[config.mk]
export PLATFORM = sky130hd
export DESIGN_NAME = store_buffer_flat
export DESIGN_NICKNAME = d
export VERILOG_FILES = /design/src/rtl/store_buffer_pkg.sv /design/src/rtl/store_buffer_if.sv /design/src/rtl/store_buffer_overlap.sv /design/src/rtl/store_buffer.sv /design/src/flat_wrapper.sv
export SDC_FILE = /design/constraint.sdc
export NUM_CORES = 1
export LEC_CHECK = 0
export BUFFER_PORTS_ARGS = -buffer_cell sky130_fd_sc_hd__clkbuf_2
export CORE_AREA = 3 3 252 378
export DETAILED_ROUTE_END_ITERATION = 7
export DIE_AREA = 0 0 255 381
export PLACE_DENSITY = 0.42
export SLEW_MARGIN = 20
export SYNTH_ARGS = -nofsm -noshare
export SYNTH_HDL_FRONTEND = slang
export SYNTH_SLANG_ARGS = --single-unit
[constraint.sdc]
create_clock -name clk -period 7.5 [get_ports clk]
set_clock_uncertainty 0.15 [all_clocks]
set_input_delay 0.75 -clock clk [delete_from_list [all_inputs] [get_ports clk]]
set_output_delay 0.75 -clock clk [all_outputs]
set_load 0.1 [all_outputs]
[src/rtl/store_buffer_pkg.sv]
// Shared types and helpers for the store buffer.
//   WORD_W     : data/address width
//   mem_mode_e : memory access size encoding (BYTE/HALF/WORD; 2'd3 is unused)
//   mem_size() : byte count of an access; unknown encodings count as WORD
package store_buffer_pkg;

  localparam int unsigned WORD_W = 32;

  typedef enum logic [1:0] {
    MEM_BYTE = 2'd0,
    MEM_HALF = 2'd1,
    MEM_WORD = 2'd2
  } mem_mode_e;

  function automatic logic [2:0] mem_size(mem_mode_e mode);
    case (mode)
      MEM_BYTE: return 3'd1;
      MEM_HALF: return 3'd2;
      default:  return 3'd4;
    endcase
  endfunction

endpackage

[src/rtl/store_buffer_if.sv]
// Pipeline/memory-side bundle of the store buffer.
//   store side : storeValid, storeAddress, storeData, storeMode -> storeReady
//   load check : loadValid, loadAddress, loadMode -> loadStall
//   drain side : drainEn -> memWrite, memAddress, memWriteData, memMode
//   status     : empty
// master = pipeline/memory environment, slave = store buffer.
interface store_buffer_if;
  import store_buffer_pkg::*;

  logic                storeValid;
  logic [WORD_W-1:0]   storeAddress;
  logic [WORD_W-1:0]   storeData;
  mem_mode_e           storeMode;
  logic                storeReady;

  logic                loadValid;
  logic [WORD_W-1:0]   loadAddress;
  mem_mode_e           loadMode;
  logic                loadStall;

  logic                drainEn;
  logic                memWrite;
  logic [WORD_W-1:0]   memAddress;
  logic [WORD_W-1:0]   memWriteData;
  mem_mode_e           memMode;

  logic                empty;

  modport master (
    output storeValid, storeAddress, storeData, storeMode,
    output loadValid, loadAddress, loadMode, drainEn,
    input  storeReady, loadStall, memWrite, memAddress, memWriteData, memMode, empty
  );

  modport slave (
    input  storeValid, storeAddress, storeData, storeMode,
    input  loadValid, loadAddress, loadMode, drainEn,
    output storeReady, loadStall, memWrite, memAddress, memWriteData, memMode, empty
  );

endinterface

[src/rtl/store_buffer_overlap.sv]
// byte_range_overlap: flags whether two accesses touch a common byte.
//   i_a_addr/i_a_mode : first access (byte address, size)
//   i_b_addr/i_b_mode : second access
//   o_overlap         : 1 when the byte ranges intersect
// Ranges are [addr, addr+size-1] in WORD_W+1 bits so nothing wraps past the top.
module byte_range_overlap
  import store_buffer_pkg::*;
(
  input  logic [WORD_W-1:0] i_a_addr,
  input  mem_mode_e         i_a_mode,
  input  logic [WORD_W-1:0] i_b_addr,
  input  mem_mode_e         i_b_mode,
  output logic              o_overlap
);

  logic [WORD_W:0] w_a_lo, w_a_hi, w_b_lo, w_b_hi;

  assign w_a_lo = {1'b0, i_a_addr};
  assign w_b_lo = {1'b0, i_b_addr};
  assign w_a_hi = w_a_lo + (WORD_W+1)'(mem_size(i_a_mode)) - (WORD_W+1)'(1);
  assign w_b_hi = w_b_lo + (WORD_W+1)'(mem_size(i_b_mode)) - (WORD_W+1)'(1);

  assign o_overlap = (w_a_lo <= w_b_hi) && (w_b_lo <= w_a_hi);

endmodule

[src/rtl/store_buffer.sv]
// store_buffer: DEPTH-entry FIFO of pending stores between MEM and data memory.
//   clk, reset : clock, synchronous active-high reset
//   sb (slave) : store enqueue, load-overlap stall, memory drain port, empty
// Drains one store per cycle when drainEn is high; a full buffer still accepts
// a store in a cycle it drains. Loads overlapping any pending or incoming store
// stall (no forwarding).
module store_buffer
  import store_buffer_pkg::*;
#(
  parameter int unsigned DEPTH = 4,
  parameter int unsigned PTR_W = $clog2(DEPTH)
) (
  input  logic         clk,
  input  logic         reset,
  store_buffer_if.slave sb
);

  localparam logic [PTR_W:0] DEPTH_C = (PTR_W+1)'(DEPTH);

  logic [DEPTH-1:0]  r_valid;
  logic [WORD_W-1:0] r_addr [DEPTH];
  logic [WORD_W-1:0] r_data [DEPTH];
  mem_mode_e         r_mode [DEPTH];
  logic [PTR_W-1:0]  r_head, r_tail;
  logic [PTR_W:0]    r_count;

  logic              w_cnt_zero, w_deq, w_enq, w_empty;
  logic [DEPTH-1:0]  w_entry_ovl;
  logic              w_in_ovl;

  assign w_cnt_zero = (r_count == '0);
  assign w_deq      = sb.drainEn && !w_cnt_zero;
  assign w_enq      = sb.storeValid && sb.storeReady;
  // Reset forces the idle view of every output in the reset cycle itself.
  assign w_empty    = reset || w_cnt_zero;

  assign sb.storeReady   = reset || (r_count < DEPTH_C) || w_deq;
  assign sb.memWrite     = w_deq && !reset;
  assign sb.empty        = w_empty;
  assign sb.memAddress   = w_empty ? '0 : r_addr[r_head];
  assign sb.memWriteData = w_empty ? '0 : r_data[r_head];
  assign sb.memMode      = w_empty ? MEM_BYTE : r_mode[r_head];

  for (genvar g = 0; g < DEPTH; g++) begin : g_entry_ovl
    byte_range_overlap u_ovl (
      .i_a_addr  (r_addr[g]),
      .i_a_mode  (r_mode[g]),
      .i_b_addr  (sb.loadAddress),
      .i_b_mode  (sb.loadMode),
      .o_overlap (w_entry_ovl[g])
    );
  end

  byte_range_overlap u_in_ovl (
    .i_a_addr  (sb.storeAddress),
    .i_a_mode  (sb.storeMode),
    .i_b_addr  (sb.loadAddress),
    .i_b_mode  (sb.loadMode),
    .o_overlap (w_in_ovl)
  );

  // Head entry stays valid during its drain cycle, so it still stalls loads.
  assign sb.loadStall = !reset && sb.loadValid &&
                        ((|(w_entry_ovl & r_valid)) || (sb.storeValid && w_in_ovl));

  always_ff @(posedge clk) begin
    if (reset) begin
      r_head  <= '0;
      r_tail  <= '0;
      r_count <= '0;
      r_valid <= '0;
    end else begin
      // Clear before set: when full, head == tail and the new store must win.
      if (w_deq) begin
        r_valid[r_head] <= 1'b0;
        r_head          <= r_head + PTR_W'(1);
      end
      if (w_enq) begin
        r_valid[r_tail] <= 1'b1;
        r_addr[r_tail]  <= sb.storeAddress;
        r_data[r_tail]  <= sb.storeData;
        r_mode[r_tail]  <= sb.storeMode;
        r_tail          <= r_tail + PTR_W'(1);
      end
      case ({w_enq, w_deq})
        2'b10:   r_count <= r_count + (PTR_W+1)'(1);
        2'b01:   r_count <= r_count - (PTR_W+1)'(1);
        default: r_count <= r_count;
      endcase
    end
  end

endmodule

[src/flat_wrapper.sv]
// flat-port wrapper written by rule: the top's interface ports become plain ports
module store_buffer_flat import store_buffer_pkg::*;
#(
  parameter int unsigned DEPTH = 4,
  parameter int unsigned PTR_W = $clog2(DEPTH)
)
  (clk, reset, sb_storeValid, sb_storeAddress, sb_storeData, sb_storeMode, sb_loadValid, sb_loadAddress, sb_loadMode, sb_drainEn, sb_storeReady, sb_loadStall, sb_memWrite, sb_memAddress, sb_memWriteData, sb_memMode, sb_empty);
  store_buffer_if sb_i ();
  input  logic clk;
  input  logic reset;
  input wire logic [$bits(sb_i.storeValid)-1:0] sb_storeValid;
  input wire logic [$bits(sb_i.storeAddress)-1:0] sb_storeAddress;
  input wire logic [$bits(sb_i.storeData)-1:0] sb_storeData;
  input wire logic [$bits(sb_i.storeMode)-1:0] sb_storeMode;
  input wire logic [$bits(sb_i.loadValid)-1:0] sb_loadValid;
  input wire logic [$bits(sb_i.loadAddress)-1:0] sb_loadAddress;
  input wire logic [$bits(sb_i.loadMode)-1:0] sb_loadMode;
  input wire logic [$bits(sb_i.drainEn)-1:0] sb_drainEn;
  output wire logic [$bits(sb_i.storeReady)-1:0] sb_storeReady;
  output wire logic [$bits(sb_i.loadStall)-1:0] sb_loadStall;
  output wire logic [$bits(sb_i.memWrite)-1:0] sb_memWrite;
  output wire logic [$bits(sb_i.memAddress)-1:0] sb_memAddress;
  output wire logic [$bits(sb_i.memWriteData)-1:0] sb_memWriteData;
  output wire logic [$bits(sb_i.memMode)-1:0] sb_memMode;
  output wire logic [$bits(sb_i.empty)-1:0] sb_empty;
  assign sb_i.storeValid = sb_storeValid;
  assign sb_i.storeAddress = sb_storeAddress;
  assign sb_i.storeData = sb_storeData;
  assign sb_i.storeMode = sb_storeMode;
  assign sb_i.loadValid = sb_loadValid;
  assign sb_i.loadAddress = sb_loadAddress;
  assign sb_i.loadMode = sb_loadMode;
  assign sb_i.drainEn = sb_drainEn;
  assign sb_storeReady = sb_i.storeReady;
  assign sb_loadStall = sb_i.loadStall;
  assign sb_memWrite = sb_i.memWrite;
  assign sb_memAddress = sb_i.memAddress;
  assign sb_memWriteData = sb_i.memWriteData;
  assign sb_memMode = sb_i.memMode;
  assign sb_empty = sb_i.empty;
  store_buffer #(.DEPTH(DEPTH), .PTR_W(PTR_W)) u_core (.clk(clk), .reset(reset), .sb(sb_i));
endmodule
==> results of run 1 <==
[final cells by class]
type	count	area (um2)	area share (%)
inverters	317	1190	3.63
clock inverters	21	226	0.690
flip-flops and latches	277	8200	25.0
clock buffers	37	798	2.43
repair buffers	351	2230	6.81
diodes	1	2.50	0.00762
multi-input cells	2171	18700	57.0
well taps	1173	1470	4.47
[logic make-up (layout without fill, tap and decap cells)]
| kind of cell | count (synthesis) | count (layout) | synth area share, % |
|---|---|---|---|
| compound gates | 744 | 744 | 17.6 |
| xor+xnor | 174 | 174 | 5.65 |
| fa+ha+maj | 532 | 532 | 24.3 |
| buf+inv | 345 | 726 | 4.80 |
| flops | 277 | 277 | 29.7 |
| mux | 72 | 72 | 5.62 |
| other cells | 0 | 1 | 0 |
| simple gates | 649 | 649 | 12.4 |
[path summary, 6_finish.rpt]
path | endpoint | cells past startpoint | startpoint
worst max-delay path | sb_loadStall | 29 | sb_loadMode[1]
worst max register to register | u_core.r_addr[0][13] | 5 | u_core.r_count[2]
worst min register to register | u_core.r_tail[1] | 2 | u_core.r_tail[1]
worst min-delay path | u_core.r_data[2][9] | 1 | sb_storeData[9]
[per-layer routing]
metal	track usage, %	share of wire, %
met1	24.9	38
met2	42.8	52
met3	2.57	3.2
met4	11.2	6.0
met5	0	0.0071
[per-stage QoR]
stage	instances	cell area, um2	setup slack, ns	setup TNS (ns)	total power [W]
floorplan	2793	27600	0.480	0	0.00449
global placement	4256	30900	-0.748	-0.748	0.00551
detailed placement	4256	30900	-0.620	-0.620	0.00554
CTS	4325	32300	0.000363	0	0.00721
global route	4347	32800	-0.118	-0.118	0.00760
finish	4348	32800	0.126	0	0.00718
[what timing repair did]
| item | 4_1_cts | 5_1_grt |
|---|---|---|
| buffers inserted | 11 | 23 |
| pin swaps | 29 | 69 |
| setup endpoints to repair | 1 | 1 |
| gates resized for setup | 65 | 82 |
[Yosys cell counts (43+ instances only)]
cell type,instances
xor2_1,77
o21ai_0,124
nand4_1,62
xnor2_1,94
nand2_1,119
inv_1,316
mux4_2,66
nor2b_1,113
a21oi_1,236
ha_1,523
edfxtp_1,264
a21o_1,127
nor2_1,128
o21bai_1,43
nand3_1,59
[flip-flops by register name, summed over array words and instances (netlist names), named ones only]
register        count
u_core.r_count      3
u_core.r_mode       8
u_core.r_addr     128
u_core.r_valid      4
u_core.r_tail       2
u_core.r_head       2
u_core.r_data     128
[power groups by stage]
stage                     Sequential [W]  Combinational [W]  Clock [W]
final                            0.00190            0.00369    0.00159
after global placement           0.00194            0.00358          0
after global routing             0.00191            0.00399    0.00170
after CTS                        0.00191            0.00366    0.00165
after detailed placement         0.00194            0.00360          0
after floorplan                  0.00185            0.00264          0
==> metrics.md, run 1 <==
| Metric | Value |
|---|---|
| Status | finished, final reports clean |
| CORE AREA | 91900 um2 |
| Core Util, Final | 35.7% |
| Startpoint types | primary input |
| Fin crit share | 98.3% |
| Worst-skew pair later-pin latency | 0.63 ns |
| Clock power frac | 22.2% |
| WP data arrival | 6.47 ns |
| Delay of the slowest critical-path stage | 0.39 ns |
| Max_slew headroom | 29.4% |
| R2r setup slk | 4.83 ns |
| Vias per cell | 5.35 |
| GRT Resource Usage Total | 22.8% |
| Area contributors post-synth | edfxtp_1 29%, ha_1 24%, mux4_2 5.4% |
| Worst Path Required | 6.60 ns |
| Total Nets Final | 3784 |
| Max Slew Vio Count | 0 |
| Global-route wire length before repair | 162 mm |
| CTS Root Buffer Type | clkbuf_16 |
| Cell family with most CP delay | compound AO/OA/AOI/OAI gates |
| P_sw | 0.00327 W |
| Clk sinks | 277 |
| Asr flop ratio synth | 0% |
| Initial Util | 30.0% |
| Post-Route WL | 112 mm |
| Fin Hold WS | 0.190 ns |
| Critical path fanouts, max | 4 |
| Max-Cap Viols | 0 |
| Worst-Margin Slew | 1.05 ns |
| Routability cong. | 0.949 |
| Die height | 381 um |
| Num CTS Buffers | 31 |
| Final ANT Viol Nets | 0 |
| VDD IR max | 0.251 mV |
| PwrDens | 219 nW/um2 |
| Max Buffers Root-to-Sink | 3 |
| CTS Hold Bufs | 0 |
| Synth-to-layout area growth | 19.0% |
| Netlist cell types | 99 |
| Post-synth top area share | 28.7% |
| Commonest cells after routing, fill and taps aside | 514 x ha_1, 308 x inv_1, 264 x edfxtp_1 |
| H-tree Lvls | 1 |
| Antenna violations before repair | 2 |
| Crit path buf inv count | 6 |
| Cell Area, Synth | 27600 um2 |
| Critical path class | in -> out |
| Filler cells | 9429 |
| Endpoints failing setup | 0 |
| Comb pwr share | 51.4% |
| Std-Cell Rows | 136 |
| Vias in the first global route | 24000 |
| Sw Ratio | 45.5% |
| Commonest non-fill, non-tap cell in the layout | ha_1 |
| DRT Pass-1 Iters | 5 |
| Slowest-stage cell, CP | fa_2 |
| Yosys Warn Count | 0 |
| Io pins | 175 |
| DR iter-0 viols | 1346 |
| Largest net degree at the start of global routing | 69 |
| EDFF count, synth | 264 |
| Residual DRC | 0 |
| Fmax | 136 MHz |
| Die footprint | 97200 um2 |
| Static Leak | 14.6 nW |
| Flops & latches, synth | 277 |
| Hold WC Path Type | in -> reg |
| Clk slew on worst S/H paths | 0.06 ns |
| Seq/Total Area, Yosys | 29.7% |
| Seq pwr share | 26.5% |
| Die X-Extent | 255 um |
| Final HPWL DP | 92.6 mm |
| Final hold viol count | 0 |
| CTS tree | yes |
| Gate Count Post-Synth | 2793 |
| Share of layout cells above drive strength 1 | 19.9% |
| Area leader, netlist | edfxtp_1 |
| Final min period | 7.37 ns |
| Congestion Overflow GR | 0 |
| CP endpoint kind | primary output |
| Mapped Avg Cell Area | 9.88 um2 |
| Top_reg_cell synth | edfxtp_1 |
| Pint | 0.00391 W |
| Net Count, Synth | 3428 |
| Post-DR wirelength/cell | 25.8 um |
| RSZ-0062 raised after global routing | true |
| Via count | 23300 |
| # port buffers | 174 |
(Power assumes the default switching activity.)
==> run 2: changes to the inputs <==
--- a/config.mk
+++ b/config.mk
@@ -10,6 +10,8 @@
 export DETAILED_ROUTE_END_ITERATION = 7
 export DIE_AREA = 0 0 255 381
 export PLACE_DENSITY = 0.42
+export RECOVER_POWER = 50
+export SKIP_CTS_REPAIR_TIMING = 1
 export SLEW_MARGIN = 20
 export SYNTH_ARGS = -nofsm -noshare
 export SYNTH_HDL_FRONTEND = slang
==> run 2 against run 1 <==
  * The run now ends with capacitance limit, slew limit left
  * Critical path depth unchanged
  * Global-route usage decreased by 0.066 points
  * Largest power group unchanged
  * Flip-flop and latch count unchanged
  * Fmax about the same
  * Sequential power about the same
  * Non-clock buffer count decreased by 7
  * Via count increased by 0.35%
  * Clock power about the same
  * First-iteration DRC count decreased by 0.45%
  * Largest cell class unchanged
==> metrics.md, run 2 (same netlist as run 1, synthesis figures left out) <==
| Metric | Value |
|---|---|
| Met3 Use GR | 2.60% (+0.027 points) |
| DR iter-0 viols | 1340 (-0.45%) |
| Reg2Reg Capture Point | u_core.r_addr[2][14] |
| Fmax | 136 MHz (about the same) |
| FF/Latch Area | 8200 um2 (unchanged) |
| Num CTS Buffers | 31 (unchanged) |
| GRT Resource Usage Total | 22.7% (-0.066 points) |
| RSZ-0062 raised after global routing | true |
| Hold WC Path Type | in -> reg |
| Delay of the slowest critical-path stage | 0.41 ns (+0.02 ns) |
| Commonest non-fill, non-tap cell in the layout | ha_1 |
| Share of layout cells above drive strength 1 | 17.3% (-2.6 points) |
| Worst Path Required | 6.60 ns (about the same) |
| Worst Hold End | u_core.r_data[0][28] |
| VDD IR max | 0.251 mV (-0.25%) |
| Max-Cap Viols | 3 (+3) |
| Final min period | 7.37 ns (-0.00135 ns) |
| R2R cell count | 5 (unchanged) |
| Comb pwr share | 51.2% (-0.2 points) |
| Sw Ratio | 45.6% (+0.094 points) |
| Failing checks | capacitance limit, slew limit |
| Worst setup path start | sb_loadMode[1] |
| Top Registers | u_core.r_addr: 128 flops, u_core.r_data: 128 flops, u_core.r_mode: 8 flops |
| Initial Util | 30.0% (unchanged) |
| Via count | 23400 (+0.35%) |
| Residual DRC | 0 (unchanged) |
| CTS tree | yes |
| Die footprint | 97200 um2 (unchanged) |
| Antenna violations before repair | 1 (-1) |
| Clk slew on worst S/H paths | 0.06 ns (about the same) |
| Startpoint types | primary input |
| Fin Hold WS | 0.224 ns (+0.0344 ns) |
| Clock power frac | 22.2% (about the same) |
| Congestion Overflow GR | 0 (unchanged) |
| Non-Filler Instances | 4340 (-0.18%) |
| Startpoint of the worst hold path | sb_storeData[28] |
| Worst-skew pair later-pin latency | 0.63 ns (about the same) |
| Total Nets Final | 3777 (-0.18%) |
| Routability cong. | 0.949 (unchanged) |
| CP endpoint kind | primary output |
| Slowest-stage cell, CP | fa_2 |
| Pint | 0.00389 W (-0.58%) |
| Max Buffers Root-to-Sink | 3 (unchanged) |
| Critical path class | in -> out |
| Ant. Diodes | 0 (-1) |
| Worst-Margin Slew | 2.13 ns (+1.08 ns) |
| Final HPWL DP | 92.6 mm (unchanged) |
| Met1 GRT Util | 24.8% (-0.056 points) |
| Placed cells | 4256 (unchanged) |
| # port buffers | 174 (unchanged) |
| Status | finished with violations |
| Endpoints failing setup | 0 (unchanged) |
| Hold Path Depth | 1 (unchanged) |
| Clk sinks | 277 (unchanged) |
| Setup TNS | 0 ns (unchanged) |
| Final ANT Viol Nets | 0 (unchanged) |
| Vias per cell | 5.38 (+0.54%) |
| Max_slew headroom | -42.3% (-72 points) |
| Die height | 381 um (unchanged) |
| Post-Route WL | 112 mm (-0.13%) |
| Io pins | 175 (unchanged) |
| PwrDens | 219 nW/um2 (about the same) |
| CORE AREA | 91900 um2 (unchanged) |
| Core Util, Final | 35.6% (-0.16 points) |
| Global-route wire length before repair | 162 mm (-0.43%) |
| P_sw | 0.00326 W (-0.20%) |
| Seq pwr share | 26.6% (about the same) |
| Final hold viol count | 0 (unchanged) |
| Vias in the first global route | 23900 (-0.59%) |
| Reg-to-reg startpoint | u_core.r_count[2] |
| Global Route met2 Usage | 42.8% (-0.085 points) |
| Synth-to-layout area growth | 18.5% |
| Area of the multi-input gates | 18700 um2 (about the same) |
| CTS Root Buffer Type | clkbuf_16 |
| Die X-Extent | 255 um (unchanged) |
| Filler cells | 9397 (-0.34%) |
| DRT Pass-1 Iters | 5 (unchanged) |
| R2r setup slk | 3.61 ns (-1.22 ns) |
| H-tree Lvls | 1 (unchanged) |
| Fin crit share | 98.3% (about the same) |
| Gr busiest metal | met2 |
| Static Leak | 14.4 nW (-1.7%) |
| Post-DR wirelength/cell | 25.8 um (about the same) |
| Std-Cell Rows | 136 (unchanged) |
| Max Slew Vio Count | 59 (+59) |
| WP data arrival | 6.47 ns (about the same) |
| Critical path fanouts, max | 4 (unchanged) |
| Largest net degree at the start of global routing | 69 (unchanged) |
| Commonest cells after routing, fill and taps aside | 513 x ha_1, 309 x inv_1, 264 x edfxtp_1 |
run 2: cell count changes in the layout (fill, tap and decap cells not counted), moves of 2 or more:
cell,change
and2_0,+4
and2_4,-4
buf_4,-17
clkbuf_1,+73
clkbuf_2,-64
ha_4,+2
o2111ai_2,-2
o21ai_1,-2
run 2: critical path: cells and delay by family:
| kind | cells | cell delay (ns) |
|---|---|---|
| AND/OR/NAND/NOR | 6 | 1.07 |
| multiplexers | 1 | 0.33 |
| XOR/XNOR | 1 | 0.17 |
| adder cells (fa/ha/maj) | 4 | 1.20 |
| AO/OA/AOI/OAI | 11 | 2.23 |
| buffers and inverters | 6 | 0.71 |
run 2: final cells by class:
class	instances	share of cell area, %
multi-input cells	2171	57.3
flip-flops and latches	277	25.1
repair buffers	344	6.34
well taps	1173	4.49
inverters	317	3.65
clock buffers	37	2.44
clock inverters	21	0.693
run 2: power groups by stage:
stage / logic, W / registers [W] / clock network, W
after floorplan: 0.00264 / 0.00185 / 0
after global placement: 0.00358 / 0.00194 / 0
after detailed placement: 0.00360 / 0.00194 / 0
after CTS: 0.00362 / 0.00191 / 0.00165
after global routing: 0.00396 / 0.00191 / 0.00170
final: 0.00366 / 0.00190 / 0.00159
run 2: per-layer routing:
metal  routed length (um)  up-vias  share of wire [%]
met5                   13        -              0.012
met3                 3860      200                3.4
met1                42700    11500                 38
met2                58600      563                 52
li1                     -    11100                  -
met4                 6890        2                6.2
run 2: worst max path at each step:
stage / to / slack, ns / cells past startpoint
after global placement: sb_loadStall / -0.75 / 29
after detailed placement: sb_loadStall / -0.62 / 29
after global routing: sb_loadStall / -0.10 / 32
after floorplan: sb_loadStall / 0.48 / 27
after CTS: sb_loadStall / -0.85 / 28
final: sb_loadStall / 0.13 / 29
run 2: metrics by stage:
step	power [W]	cell area, um2	setup slack (ns)
CTS	0.00718	32000	-0.851
floorplan	0.00449	27600	0.480
global placement	0.00551	30900	-0.748
global route	0.00757	32700	-0.105
finish	0.00715	32700	0.127
detailed placement	0.00554	30900	-0.620
==> run 3: changes to the inputs <==
--- a/config.mk
+++ b/config.mk
@@ -6,9 +6,9 @@
 export NUM_CORES = 1
 export LEC_CHECK = 0
 export BUFFER_PORTS_ARGS = -buffer_cell sky130_fd_sc_hd__clkbuf_2
-export CORE_AREA = 3 3 252 378
+export CORE_AREA = 2 2 251 377
 export DETAILED_ROUTE_END_ITERATION = 7
-export DIE_AREA = 0 0 255 381
+export DIE_AREA = 0 0 253 379
 export PLACE_DENSITY = 0.42
 export RECOVER_POWER = 50
 export SKIP_CTS_REPAIR_TIMING = 1
==> run 3 against run 2 <==
  * The flow still finishes with violations (capacitance limit, slew limit)
  * Utilization decreased by 0.43 points
  * Cell count about the same
  * Highest routed layer unchanged
  * Non-clock buffer count decreased by 7
  * Via count decreased by 1.5%
  * First-iteration DRC count decreased by 4.7%
  * Count of clock-buffer cells in the layout decreased by 4
==> metrics.md, run 3 (same netlist as run 1, synthesis figures left out) <==
| Metric | Value |
|---|---|
| Die footprint | 95900 um2 (-1.3%) |
| Cell family with most CP delay | compound AO/OA/AOI/OAI gates |
| Num CTS Buffers | 31 (unchanged) |
| Clk slew on worst S/H paths | 0.06 ns (about the same) |
| Congestion Overflow GR | 0 (unchanged) |
| H-tree Lvls | 1 (unchanged) |
| PwrDens | 219 nW/um2 (about the same) |
| Final min period | 7.49 ns (+0.114 ns) |
| Die height | 379 um (-0.52%) |
| Die X-Extent | 253 um (-0.78%) |
| Worst-skew pair later-pin latency | 0.64 ns (about the same) |
| Commonest non-fill, non-tap cell in the layout | ha_1 |
| Commonest cells after routing, fill and taps aside | 517 x ha_1, 310 x inv_1, 264 x edfxtp_1 |
| Residual DRC | 0 (unchanged) |
| Routability cong. | 0.954 (+0.55%) |
| # port buffers | 174 (unchanged) |
| CORE AREA | 92600 um2 (+0.74%) |
| Share of layout cells above drive strength 1 | 16.7% (-0.63 points) |
| Synth-to-layout area growth | 17.9% |
| Crit path buf inv count | 4 (-2) |
| Worst Path Required | 6.60 ns (about the same) |
| Max Slew Vio Count | 46 (-22%) |
| Endpoints failing setup | 0 (unchanged) |
| Clock power frac | 22.1% (about the same) |
| Status | finished with violations |
| Top Registers | u_core.r_addr: 128 flops, u_core.r_data: 128 flops, u_core.r_mode: 8 flops |
| DR iter-0 viols | 1277 (-4.7%) |
| Total Nets Final | 3770 (-0.19%) |
| Initial Util | 29.8% (-0.22 points) |
| Final HPWL DP | 90.5 mm (-2.3%) |
| WP data arrival | 6.59 ns (+0.12 ns) |
| CTS tree | yes |
| Fin crit share | 99.8% (+1.5 points) |
| Std-Cell Rows | 137 (+0.74%) |
| Critical path fanouts, max | 3 (-1) |
| Comb pwr share | 51.0% (-0.2 points) |
| Failing checks | capacitance limit, slew limit |
| Fmax | 134 MHz (-1.5%) |
| Largest net degree at the start of global routing | 69 (unchanged) |
| CP most frequent cell | a21o_1 |
| DRT Pass-1 Iters | 7 (+2) |
| Slowest-stage cell, CP | or3_1 |
| Worst-Margin Slew | 2.23 ns (+0.0981 ns) |
| Static Leak | 14.4 nW (-0.20%) |
| Filler cells | 9449 (+0.55%) |
| CTS Root Buffer Type | clkbuf_16 |
| Vias per cell | 5.30 (-1.5%) |
| Power after layout | 0.00712 W (-0.46%) |
| Max-Cap Viols | 2 (-1) |
| Sw Ratio | 45.6% (about the same) |
| Delay of the slowest critical-path stage | 0.54 ns (+0.13 ns) |
| Critical path class | reg -> out |
| Startpoint types | flip-flop |
| Seq pwr share | 26.9% (+0.3 points) |
| Fin Hold WS | 0.209 ns (-0.0153 ns) |
| Hold WC Path Type | in -> reg |
| Antenna violations before repair | 4 (+3) |
| Final hold viol count | 0 (unchanged) |
| Io pins | 175 (unchanged) |
| P_sw | 0.00325 W (-0.48%) |
| VDD IR max | 0.217 mV (-13%) |
| Vias in the first global route | 23700 (-0.65%) |
| Post-Route WL | 109 mm (-2.7%) |
| Via count | 23000 (-1.5%) |
| Final ANT Viol Nets | 0 (unchanged) |
| Pint | 0.00387 W (-0.44%) |
| Max_slew headroom | -48.8% (-6.5 points) |
| Max Buffers Root-to-Sink | 3 (unchanged) |
| Clk sinks | 277 (unchanged) |
| Global-route wire length before repair | 158 mm (-2.4%) |
| CP endpoint kind | primary output |
| Post-DR wirelength/cell | 25.1 um (-2.7%) |
| GRT Resource Usage Total | 22.5% (-0.21 points) |
| RSZ-0062 raised after global routing | true |
## run 3: changes by cell type in the layout (fill, tap and decap cells not counted), moves of 3 or more
cell,before,now
o21ai_0,107,113
clkbuf_1,79,69
buf_4,157,153
ha_1,513,517
a2111oi_2,7,3
diode_2,0,3
a21oi_1,216,219
## run 3: path summary, 6_finish.rpt
| check | slack, ns | depth (start not counted) | startpoint | endpoint |
|---|---|---|---|---|
| worst max-delay path | 0.01 | 27 | u_core.r_mode[0][1] | sb_loadStall |
| worst min register to register | 0.36 | 1 | u_core.r_valid[1] | u_core.r_valid[1] |
| worst min-delay path | 0.21 | 1 | sb_storeData[4] | u_core.r_data[2][4] |
| worst max register to register | 3.60 | 5 | u_core.r_count[2] | u_core.r_addr[3][13] |
## run 3: routing by layer
layer / wire (um) / track usage [%]
met4: 6880 / 12.2
met3: 3840 / 2.50
met1: 41800 / 24.7
met5: 11 / 0
met2: 56500 / 42.0
## run 3: final cells by class
cell class	count	area, um2	area share, %
Antenna cell	3	7.51	0.0231
Clock buffer	33	783	2.41
Clock inverter	19	211	0.650
Inverter	317	1190	3.67
Multi-Input combinational cell	2171	18600	57.2
Sequential cell	277	8200	25.2
Tap cell	1181	1480	4.54
Timing Repair Buffer	337	2050	6.31
## run 3: stage by stage
stage | util, % | cells | instance area (um2) | setup TNS [ns] | setup WS, ns
global route | 35.1 | 4337 | 32500 | -0.293 | -0.293
finish | 35.1 | 4338 | 32500 | 0 | 0.0132
global placement | 33.4 | 4259 | 30900 | -0.127 | -0.127
floorplan | - | 2793 | 27600 | 0 | 0.480
detailed placement | 33.4 | 4259 | 30900 | -0.191 | -0.191
CTS | 34.5 | 4311 | 31900 | -0.962 | -0.962
## run 3: power groups by stage
stage	clock, W	combinational (W)	sequential, W
after global routing	0.00168	0.00393	0.00193
after detailed placement	0	0.00358	0.00196
final	0.00157	0.00363	0.00192
after global placement	0	0.00356	0.00195
after CTS	0.00163	0.00361	0.00192
after floorplan	0	0.00264	0.00185
